===== src/rtl/alu_result_queue.sv =====
// ALU result queue: FIFO of ALU results tagged with post-op NZCV,
// plus the architectural flag register, carry feedback and sticky overflow.
module alu_result_queue #(
  parameter int DATA_W = 32,
  parameter int DEPTH  = 4
) (
  input  logic                     clk,
  input  logic                     rst,
  input  logic                     in_valid,
  output logic                     in_ready,
  input  logic [DATA_W-1:0]        in_y,
  input  logic                     in_cout,
  input  logic                     in_neg,
  input  logic                     in_zero,
  input  logic                     in_ovf,
  input  logic                     in_upd_flags,
  output logic                     out_valid,
  input  logic                     out_ready,
  output logic [DATA_W-1:0]        out_y,
  output logic [3:0]               out_flags,
  output logic [3:0]               flags,
  output logic                     carry_fb,
  output logic                     sticky_ovf,
  input  logic                     clr_sticky,
  output logic [$clog2(DEPTH):0]   count
);

  localparam int AW = $clog2(DEPTH);
  localparam int CW = AW + 1;

  logic [DATA_W-1:0] r_y [DEPTH];
  logic [3:0]        r_f [DEPTH];
  logic [AW-1:0]     r_wr;
  logic [AW-1:0]     r_rd;
  logic [CW-1:0]     r_count;
  logic [3:0]        r_flags;
  logic              r_sticky;

  logic              w_full;
  logic              w_nonempty;
  logic              w_push;
  logic              w_pop;
  logic [3:0]        w_nf;

  assign w_full     = (r_count == CW'(DEPTH));
  assign w_nonempty = (r_count != '0);

  assign in_ready  = !rst && !w_full;
  assign out_valid = !rst && w_nonempty;

  assign w_push = in_valid && in_ready;
  assign w_pop  = out_valid && out_ready;

  // Ops that do not set flags carry the current NZCV forward
  assign w_nf = in_upd_flags ? {in_neg, in_zero, in_cout, in_ovf}
                             : r_flags;

  always_ff @(posedge clk) begin
    if (w_push) begin
      r_y[r_wr] <= in_y;
      r_f[r_wr] <= w_nf;
    end
  end

  always_ff @(posedge clk) begin
    if (rst) begin
      r_wr <= '0;
      r_rd <= '0;
    end else begin
      if (w_push) r_wr <= r_wr + AW'(1);
      if (w_pop)  r_rd <= r_rd + AW'(1);
    end
  end

  always_ff @(posedge clk) begin
    if (rst) begin
      r_count <= '0;
    end else if (w_push && !w_pop) begin
      r_count <= r_count + CW'(1);
    end else if (w_pop && !w_push) begin
      r_count <= r_count - CW'(1);
    end
  end

  always_ff @(posedge clk) begin
    if (rst) begin
      r_flags <= 4'b0000;
    end else if (w_push) begin
      r_flags <= w_nf;
    end
  end

  // A set in the same cycle as a clear takes priority
  always_ff @(posedge clk) begin
    if (rst) begin
      r_sticky <= 1'b0;
    end else if (w_push && in_upd_flags && in_ovf) begin
      r_sticky <= 1'b1;
    end else if (clr_sticky) begin
      r_sticky <= 1'b0;
    end
  end

  assign out_y      = out_valid ? r_y[r_rd] : '0;
  assign out_flags  = out_valid ? r_f[r_rd] : 4'b0000;
  assign flags      = r_flags;
  assign carry_fb   = r_flags[1];
  assign sticky_ovf = r_sticky;
  assign count      = r_count;

endmodule

===== config.mk =====
export PLATFORM = sky130hd
export DESIGN_NAME = alu_result_queue
export DESIGN_NICKNAME = d
export VERILOG_FILES = /design/src/rtl/alu_result_queue.sv
export SDC_FILE = /design/constraint.sdc
export NUM_CORES = 1
export LEC_CHECK = 0
export CAP_MARGIN = 20
export CORE_MARGIN = 8
export CORE_UTILIZATION = 30
export CTS_BUF_LIST = sky130_fd_sc_hd__clkbuf_4
export DETAILED_ROUTE_END_ITERATION = 6
export MAX_ROUTING_LAYER = met4
export PLACE_DENSITY = 0.49
export SLEW_MARGIN = 20
export SYNTH_ARGS = -nofsm -noshare
export SYNTH_HDL_FRONTEND = slang
export SYNTH_SLANG_ARGS = --single-unit

===== constraint.sdc =====
create_clock -name clk -period 2.4 [get_ports clk]
set_input_delay 0.36 -clock clk [delete_from_list [all_inputs] [get_ports clk]]
set_output_delay 0.36 -clock clk [all_outputs]
set_load 0.005 [all_outputs]

==> flow_results.xml <==
<?xml version="1.0" encoding="UTF-8"?>
<metrics>
  <group name="run_status">
    <metric name="outcome" unit="">complete, but fails checks</metric>
    <metric name="violations_in_the_final_reports" unit="">setup timing</metric>
  </group>
  <group name="floorplan">
    <metric name="die_area" unit="mm^2">0.0256</metric>
    <metric name="die_height" unit="um">160</metric>
    <metric name="core_area" unit="mm^2">0.0203</metric>
    <metric name="num_io_pins" unit="">89</metric>
    <metric name="die_width" unit="um">160</metric>
    <metric name="standard_cell_rows" unit="">52</metric>
    <metric name="floorplan.initialDensity" unit="%">30.7</metric>
  </group>
  <group name="synthesis">
    <metric name="most_used_standard_cells_in_the_synthesized_netlist" unit="">144 x edfxtp_1, 36 x and3_1, 30 x mux4_2, 14 x dfxtp_1, 9 x clkbuf_1</metric>
    <metric name="netlist_top_cells_area" unit="">edfxtp_1 69%, mux4_2 11%, dfxtp_1 4.5%</metric>
    <metric name="syn_nets" unit="">360</metric>
    <metric name="synthArstFlopShare" unit="%">0</metric>
    <metric name="synth-edff-count" unit="">144</metric>
    <metric name="number_of_warnings_issued_by_yosys" unit="">0</metric>
    <metric name="synthDominantAreaCellType" unit="">edfxtp_1</metric>
    <metric name="synth.yosys.seq_area_share" unit="%">73.9</metric>
    <metric name="post-synth-top-area-fraction" unit="%">69.4</metric>
    <metric name="instance_count_of_the_mapped_netlist" unit="">312</metric>
    <metric name="synthDistinctLibCells" unit="">31</metric>
    <metric name="yosysMostFrequentCell" unit="">edfxtp_1</metric>
    <metric name="postSynthRegisterBits" unit="">158</metric>
    <metric name="post_synth_instance_area" unit="mm^2">0.00623</metric>
    <metric name="syn-mean-instance-area" unit="um^2">20.0</metric>
    <metric name="dominantRegCellSynth" unit="">edfxtp_1</metric>
  </group>
  <group name="final_layout">
    <metric name="stdcell_area" unit="mm^2">0.00853</metric>
    <metric name="layout-drive-gt1-share" unit="%">43.4</metric>
    <metric name="final_net_count" unit="">498</metric>
    <metric name="syn_to_final_growth" unit="%">36.9</metric>
    <metric name="filler_cell_count" unit="">1854</metric>
  </group>
  <group name="power_and_ir_drop">
    <metric name="switching_share" unit="%">25.5</metric>
    <metric name="comb_power_share" unit="%">33.3</metric>
    <metric name="cellPowerDensity" unit="mW/mm^2">936</metric>
    <metric name="p_leak" unit="uW">0.00291</metric>
    <metric name="max-vdd-ir-drop" unit="mV">0.436</metric>
    <metric name="share_clk_of_total_power" unit="%">25.8</metric>
    <metric name="p_seq_share" unit="%">40.9</metric>
    <metric name="total_switching_power" unit="uW">2030</metric>
    <metric name="internal-power" unit="uW">5950</metric>
  </group>
  <group name="critical_path">
    <metric name="worst-path-buf-inv" unit="">4</metric>
    <metric name="timing.critical_path.arrival" unit="ps">2090</metric>
    <metric name="worst_path_dominant_cell_family" unit="">multiplexers</metric>
    <metric name="critical_path.cell_chain" unit="">buf_12 &gt; buf_12 &gt; buf_12 &gt; mux4_2 &gt; and3_4 &gt; buf_6</metric>
    <metric name="cpMaxStageDelayCell" unit="">mux4_2</metric>
    <metric name="worst_setup_path_end_kind" unit="">primary output</metric>
    <metric name="critPathLaunchType" unit="">flop</metric>
    <metric name="critical-path-top-cell-by-count" unit="">buf_12</metric>
    <metric name="critical_path.max_fanout" unit="">6</metric>
    <metric name="critical_setup_path_class" unit="">flop to primary output</metric>
    <metric name="cpPeakStageDelay" unit="ps">490</metric>
    <metric name="worst-endpoint-required" unit="ps">2040</metric>
  </group>
  <group name="sta">
    <metric name="max_clock_freq" unit="GHz">0.409</metric>
    <metric name="whs" unit="ps">454</metric>
    <metric name="rsz0062_at_grt" unit="">yes</metric>
    <metric name="slew_viol_final" unit="">0</metric>
    <metric name="skew" unit="ps">15.1</metric>
    <metric name="final-setup-viol-count" unit="">9</metric>
    <metric name="worst_pin_slew" unit="ps">609</metric>
    <metric name="min_period" unit="ps">2450</metric>
    <metric name="worst_max_slew_margin_expressed_relative_to_the_limit" unit="%">59.0</metric>
    <metric name="finalHoldViolCount" unit="">0</metric>
    <metric name="fin_crit_share" unit="%">102</metric>
    <metric name="worst_slack" unit="ps">-46.9</metric>
  </group>
  <group name="grt">
    <metric name="grt_max_degree" unit="">41</metric>
    <metric name="grt_overflow" unit="">0</metric>
    <metric name="antenna_found_initial" unit="">1</metric>
    <metric name="grt_pass1_wl" unit="um">21900</metric>
    <metric name="grt_util_all_layers" unit="%">11.7</metric>
    <metric name="vias_in_the_first_global_route" unit="">3713</metric>
  </group>
  <group name="drt">
    <metric name="post_drt_via_cell_ratio" unit="">4.51</metric>
    <metric name="dr_total_vias" unit="">3314</metric>
    <metric name="drt-pass1-iter-count" unit="">4</metric>
    <metric name="postRouteWirelength" unit="um">14000</metric>
    <metric name="remaining_drc_errors" unit="">0</metric>
    <metric name="detail_route.wl_per_cell" unit="um">19.1</metric>
    <metric name="drt.antenna.violating_nets" unit="">0</metric>
    <metric name="drt_first_iter_violations" unit="">136</metric>
  </group>
  <group name="clock_tree">
    <metric name="clkSlewWorstSetupHoldPaths" unit="ps">120</metric>
    <metric name="cts-buffers-inserted" unit="">17</metric>
    <metric name="cts-root-buf" unit="">clkbuf_4</metric>
    <metric name="cts_tree" unit="">done</metric>
    <metric name="cts_hold_buf" unit="">0</metric>
    <metric name="cts_buffer_depth" unit="">2</metric>
    <metric name="clock-sinks" unit="">158</metric>
    <metric name="cts-htree-levels" unit="">4</metric>
    <metric name="clkLatencyLatePin" unit="ps">530</metric>
  </group>
  <group name="placement">
    <metric name="dpl_wire_length" unit="um">8620</metric>
    <metric name="post_dp_cell_area" unit="mm^2">0.00765</metric>
    <metric name="place.gp.congestion" unit="">0.731</metric>
    <metric name="port_buffers" unit="">88</metric>
  </group>
  <group name="hold_path">
    <metric name="worst_hold_path_type" unit="">input port to flop</metric>
  </group>
  <group name="run">
    <metric name="timing.max_cap.violations" unit="">0</metric>
  </group>
</metrics>
==> cell usage in the layout (no fill, tap or decap), types with 2 or more instances in the layout <==
cell / netlist / final
a21oi_1: 2 / 2
and2_2: 0 / 4
and3_1: 36 / 3
and3_4: 0 / 33
buf_12: 3 / 15
buf_2: 3 / 3
buf_4: 1 / 18
buf_6: 1 / 48
bufinv_16: 0 / 7
clkbuf_4: 0 / 17
clkdlybuf4s50_1: 0 / 52
clkinv_2: 0 / 2
clkinv_4: 0 / 2
clkinvlp_4: 0 / 2
dfxtp_1: 14 / 12
dfxtp_4: 0 / 2
edfxtp_1: 144 / 144
ha_1: 5 / 5
inv_1: 7 / 7
mux2_2: 6 / 6
mux2i_1: 2 / 2
mux4_2: 30 / 36
nand2_1: 7 / 7
nor2_1: 7 / 7
nor2b_1: 3 / 3
nor3_2: 1 / 2
o211ai_1: 2 / 2
o21ai_0: 6 / 6
or3_1: 4 / 3
xor2_1: 2 / 2
==> repair_timing <==
item,in CTS,in global routing
pin swaps,19,1
cloned,2,0
gates resized for setup,234,12
setup buffers,23,4
endpoints found under the setup margin,36,37
==> worst reg2reg max path: cells and delay by family, from the launching register on <==
kind            cells  cell delay [ps]
compound gates      1              140
xor+xnor            1              160
fa+ha+maj           2              580
buf+inv             3              340
flops               1              340
simple gates        3              590
==> through the flow <==
stage / std cells / TNS, ps / utilization [%] / worst slack, ps / total power, uW
2_1_floorplan: 312 / 0 / - / 178 / 4380
3_3_place_gp: 677 / 0 / 37.7 / 46.5 / 5340
3_5_place_dp: 677 / 0 / 37.7 / 11.8 / 5360
4_1_cts: 732 / -2030 / 41.9 / -144 / 8130
5_1_grt: 734 / -3510 / 42.0 / -182 / 8410
6_report: 734 / -315 / 42.0 / -46.9 / 7990
==> kinds of logic (layout without fill, tap and decap cells) <==
family | count (synthesis) | in the layout | share of synthesized area (%)
AO/OA/AOI/OAI | 11 | 11 | 1.00
XOR/XNOR | 2 | 2 | 0.281
adder cells (fa/ha/maj) | 6 | 6 | 1.32
buffers and inverters | 25 | 176 | 2.55
flip-flops | 158 | 158 | 73.9
multiplexers | 44 | 44 | 14.8
other | 0 | 1 | 0
AND/OR/NAND/NOR | 66 | 66 | 6.20
==> path summary, 6_finish.rpt <==
check                     startpoint                      end  slack (ps)  cells past startpoint
max                             flop                out_y[17]         -50                      6
min                         in_y[22]     r_y[1][22]$_DFFE_PP_         450                      1
max reg2reg    count[2]$_SDFFE_PP0P_    count[2]$_SDFFE_PP0P_         200                     10
min reg2reg  sticky_ovf$_SDFFE_PP0P_  sticky_ovf$_SDFFE_PP0P_         480                      2
==> state kept, by name, summed over array words and instances (netlist names), named ones only <==
register and cells:
sticky_ovf 1, r_wr 2, r_rd 2, count 3
flags 4, r_f 16, r_y 128
==> metal layers <==
layer,vias up,routed length [um],GRT usage [%]
li1,1530,-,-
met1,1707,6240,13.8
met2,69,7030,19.0
met3,8,610,3.52
met4,0,116,3.31
met5,-,0,-
==> area by class of cell <==
type	instances	area, um^2	area share [%]
Timing Repair Buffer	137	1530	17.9
Inverter	7	26.3	0.308
Clock buffer	17	128	1.50
Clock inverter	15	265	3.11
Tap cell	270	338	3.96
Sequential cell	158	4610	54.1
Multi-Input combinational cell	129	1630	19.2
Antenna cell	1	2.50	0.0293
==> power by group through the flow <==
stage	registers, uW	clock network [uW]	logic, uW
floorplan	3320	0	1060
global placement	3320	0	2020
detailed placement	3330	0	2030
CTS	3280	2120	2730
global route	3290	2240	2880
finish	3270	2060	2660
Power figures use the tool's default switching activity.
==> edit 1: new RTL, same flow settings <==
`DATA_W`: 32 -> 16.
--- a/src/rtl/alu_result_queue.sv
+++ b/src/rtl/alu_result_queue.sv
@@ -2,5 +2,5 @@
 // plus the architectural flag register, carry feedback and sticky overflow.
 module alu_result_queue #(
-  parameter int DATA_W = 32,
+  parameter int DATA_W = 16,
   parameter int DEPTH  = 4
 ) (
Ports: changed (resized in_y and out_y); port bits go from 89 to 57. The function was not compared with the original's and may differ.
==> edit 1 against the unedited design <==
  * Total power is 49% lower
  * Die area is 36% lower
  * Sequential cell count is 64 lower
  * Area after synthesis is 40% lower
  * Combinational power is 49% lower
  * Worst setup slack better by 0.065 ns
  * Routed wire length is 44% lower
  * Final area is 42% lower
  * Count of clock-buffer cells in the layout is 8 lower
==> edit 1: results (changes against the unedited design) <==
| Metric | Value |
|---|---|
| Outcome | `completed (was finished with violations)` |
| Static Leak | `1.75 nW (was 2.91 nW)` |
| Fin nets | `324 (was 498)` |
| Overall routing resource usage | `0.104 (was 0.117)` |
| GR Layer Usage met3 | `0.0291 (was 0.0352)` |
| Seq/Total Area, Yosys | `0.712 (was 0.739)` |
| Flip-flop count of the largest register after layout | `64 (was 128)` |
| CP delay by family, top | `buffers and inverters (was multiplexers)` |
| Post-synth EDFFs | `80 (was 144)` |
| Clk Latency, worst-skew pair | `0.44 ns (was 0.53 ns)` |
| Min Tclk post-route | `2.38 ns (was 2.45 ns)` |
| Vias in the first global route | `2,231 (was 3,713)` |
| Clock power frac | `0.193 (was 0.258)` |
| Power, Total | `4.10 mW (was 7.99 mW)` |
| Synth Area in Adders | `0.0219 (was 0.0132)` |
| Hold WC Path Type | `reg2reg (was in2reg)` |
| Worst R2R Path Depth | `8 (was 10)` |
| Synth Area in Compound Gates | `0.0166 (was 0.0100)` |
| Post-CTS Setup Inserts | `2 (was 23)` |
| Cts bufs inserted | `9 (was 17)` |
| Post-Synth XOR/XNOR Area | `0.00465 (was 0.00281)` |
| Layout Cells excl Fill | `470 (was 734)` |
| Fill cell count | `1,155 (was 1,854)` |
| Mux contribution to synthesized area | `0.143 (was 0.148)` |
| Inst Count DP | `449 (was 677)` |
| Total Wirelength | `7.84 mm (was 14.0 mm)` |
| Detailed Place HPWL | `5.11 mm (was 8.62 mm)` |
| Layout cells sized above 1 | `0.263 (was 0.434)` |
| Vias | `2,068 (was 3,314)` |
| Hold Path End | `sticky_ovf (was r_y[1][22])` |
| End of the critical path | `out_y[13] (was out_y[17])` |
| Syn nets | `240 (was 360)` |
| Peak VDD IR | `429 uV (was 436 uV)` |
| Top cells by count, synth | `edfxtp_1, and3_1, mux4_2 (unchanged)` |
| Worst slack, placed | `-0.0558 ns (was 0.0118 ns)` |
| Global-route wire length before repair | `12.4 mm (was 21.9 mm)` |
| Met3 WL | `385 um (was 610 um)` |
| Worst EP arrival | `2.02 ns (was 2.09 ns)` |
| Min-delay src | `sticky_ovf (was in_y[22])` |
| DP Area | `4720 sq um (was 7650 sq um)` |
| M1 GR Usage | `0.121 (was 0.138)` |
| M1 WL | `3.61 mm (was 6.24 mm)` |
| Synth cell types | `28 (was 31)` |
| Sw frac | `0.288 (was 0.255)` |
| Main area contributors after synthesis | `edfxtp_1, mux4_2, dfxtp_1, and3_1, mux2_2 (was edfxtp_1, mux4_2, dfxtp_1, and3_1, mux4_1)` |
| Global-route track usage on met2 | `0.166 (was 0.190)` |
| Critical path fanouts, max | `4 (was 6)` |
| Largest net degree at the start of global routing | `21 (was 41)` |
| First DRT Iteration DRCs | `52 (was 136)` |
| Routability cong. | `0.724 (was 0.731)` |
| Layout Skew | `0.0159 ns (was 0.0151 ns)` |
| Combinational power | `1.35 mW (was 2.66 mW)` |
| Routed length on met2 | `3.72 mm (was 7.03 mm)` |
| Slew headroom | `0.651 (was 0.590)` |
| H-tree depth | `3 (was 4)` |
| Post-CTS sizing | `34 (was 234)` |
| PortBufs | `56 (was 88)` |
## edit 1: cell families (layout without fill, tap and decap cells)
logic type / Yosys count / in the layout
other cells: 0 / 1
fa+ha+maj: 6 / 6
mux: 28 / 28
buf+inv: 17 / 106
xor+xnor: 2 / 2
simple gates: 50 / 50
flops: 94 / 94
compound gates: 11 / 11
## edit 1: per-stage QoR
step,util,hold WS [ns]
after floorplan,-,0.439
after global placement,0.379,0.434
after detailed placement,0.379,0.433
after CTS,0.396,0.462
after global routing,0.398,0.494
final,0.398,0.455
## edit 1: final cells by class
cell class / instances / area [sq um] / share of cell area
sequential: 94 / 2690 / 0.542
multi-input combinational: 97 / 1020 / 0.207
timing repair buffer: 83 / 875 / 0.176
tap: 172 / 215 / 0.0434
clock buffer: 9 / 67.6 / 0.0136
clock inverter: 7 / 58.8 / 0.0119
inverter: 7 / 26.3 / 0.00530
antenna: 1 / 2.50 / 0.000505
==> edit 2: new RTL, config.mk and constraints unchanged <==
Made on the original files. Put one more register stage on the output `count`, cleared by the reset. The value now appears one clock later. The other outputs are not delayed to match.
--- a/src/rtl/alu_result_queue.sv
+++ b/src/rtl/alu_result_queue.sv
@@ -107,5 +107,11 @@
   assign carry_fb   = r_flags[1];
   assign sticky_ovf = r_sticky;
-  assign count      = r_count;
+  always_ff @(posedge clk) begin
+    if (rst) begin
+      count <= '0;
+    end else begin
+      count <= r_count;
+    end
+  end
 
 endmodule
Check against the original RTL: not equivalent (Yosys sat finds a counterexample within 4 cycles, from zero or initial values and one cycle with rst high).
==> edit 2 against the unedited design <==
  * The flow still finishes with violations (negative setup slack)
  * Area after synthesis increased by 0.68%
  * Worst setup slack improved by 0.011 ns
  * Final area decreased by 3.0%
  * Fmax increased by 0.46%
  * First-iteration DRC count increased by 8.8%
  * Combinational power increased by 12%
  * Total power decreased by 0.67%
  * Utilization decreased by 2.1 points
  * Sequential cell count increased by 3
  * Via count increased by 1.1%
  * Largest cell class unchanged
  * Routed wire length increased by 2.5%
  * Largest power group unchanged
==> edit 2: results (changes against the unedited design) <==
| Metric | Value |
|---|---|
| Worst slack, placed | `-0.0252 ns (was 0.0118 ns)` |
| Wirelength per Cell | `19.7 um (was 19.1 um)` |
| Largest net degree at the start of global routing | `23 (was 41)` |
| Critical path's slowest cell | `mux4_2 (unchanged)` |
| Violated checks | `negative setup slack (unchanged)` |
| Final setup fails | `9 (unchanged)` |
| Synth cell types | `33 (was 31)` |
| Layout Skew | `0.0192 ns (was 0.0151 ns)` |
| Routability cong. | `0.709 (was 0.731)` |
| Layout cells sized above 1 | `0.396 (was 0.434)` |
| DP Area | `7670 sq um (was 7650 sq um)` |
| Vias in the first global route | `3,834 (was 3,713)` |
| First DRT Iteration DRCs | `148 (was 136)` |
| Fin nets | `488 (was 498)` |
| Seq/Total Area, Yosys | `0.743 (was 0.739)` |
| Fill cell count | `1,865 (was 1,854)` |
| Syn nets | `368 (was 360)` |
| Top cells by count, synth | `edfxtp_1, and3_1, mux4_2 (unchanged)` |
| Setup_tns | `-0.186 ns (was -0.315 ns)` |
| Peak VDD IR | `538 uV (was 436 uV)` |
| Clk Latency, worst-skew pair | `0.53 ns (about the same)` |
| Vias | `3,351 (was 3,314)` |
| Fin worst setup slack | `-0.0357 ns (was -0.0469 ns)` |
| Outcome | `finished with violations (unchanged)` |
| Detailed Place HPWL | `8.93 mm (was 8.62 mm)` |
| Static Leak | `2.78 nW (was 2.91 nW)` |
| Main area contributors after synthesis | `edfxtp_1, mux4_2, dfxtp_1, and3_1, ha_1 (was edfxtp_1, mux4_2, dfxtp_1, and3_1, mux4_1)` |
edit 2: cell type report:
| type | instances | area [sq um] | area share |
|---|---|---|---|
| Sequential cell | 161 | 4670 | 0.564 |
| Multi-Input combinational cell | 133 | 1630 | 0.197 |
| Timing Repair Buffer | 121 | 1330 | 0.161 |
| Tap cell | 275 | 344 | 0.0416 |
| Clock buffer | 21 | 158 | 0.0190 |
| Clock inverter | 10 | 114 | 0.0138 |
| Inverter | 6 | 22.5 | 0.00272 |
| Antenna cell | 1 | 2.50 | 0.000302 |
edit 2: path summary, 6_finish.rpt:
check	from	endpoint	slack, ns	cells past startpoint
max	register	out_flags[2]	-0.04	6
min	clr_sticky	sticky_ovf	0.43	2
max reg2reg	r_count[2]	r_count[2]	0.16	8
min reg2reg	r_rd[1]	register	0.48	1
edit 2: cell families (layout without fill, tap and decap cells):
logic type	Yosys count	count (layout)	synth area share
flops	161	161	0.743
buf+inv	26	158	0.0229
xor+xnor	2	2	0.00279
compound gates	16	16	0.0151
other cells	0	1	0
fa+ha+maj	6	6	0.0132
mux	40	40	0.136
simple gates	69	69	0.0666
edit 2: stage by stage:
step / cells / utilization
3_3_place_gp: 687 / 0.370
3_5_place_dp: 687 / 0.370
6_report: 728 / 0.399
5_1_grt: 728 / 0.399
4_1_cts: 729 / 0.401
2_1_floorplan: 320 / -
edit 2: timing repair:
action                                  4_1_cts  5_1_grt
buffers inserted                              9        2
gates cloned                                  3        0
resized for setup                           217        6
endpoints found under the setup margin       37       35
pin swaps                                    18        0
edit 2: layer usage:
layer | wire length [um] | track usage
met1 | 6120 | 0.136
met2 | 7480 | 0.200
met3 | 604 | 0.0392
met4 | 150 | 0.0357
met5 | 0 | -
edit 2: report_power, final:
part           internal [mW]  total, mW  switching, mW
sequential              3.30       3.40          0.105
clock                  0.655       1.55          0.894
combinational           1.77       2.98           1.21
total                   5.72       7.93           2.21
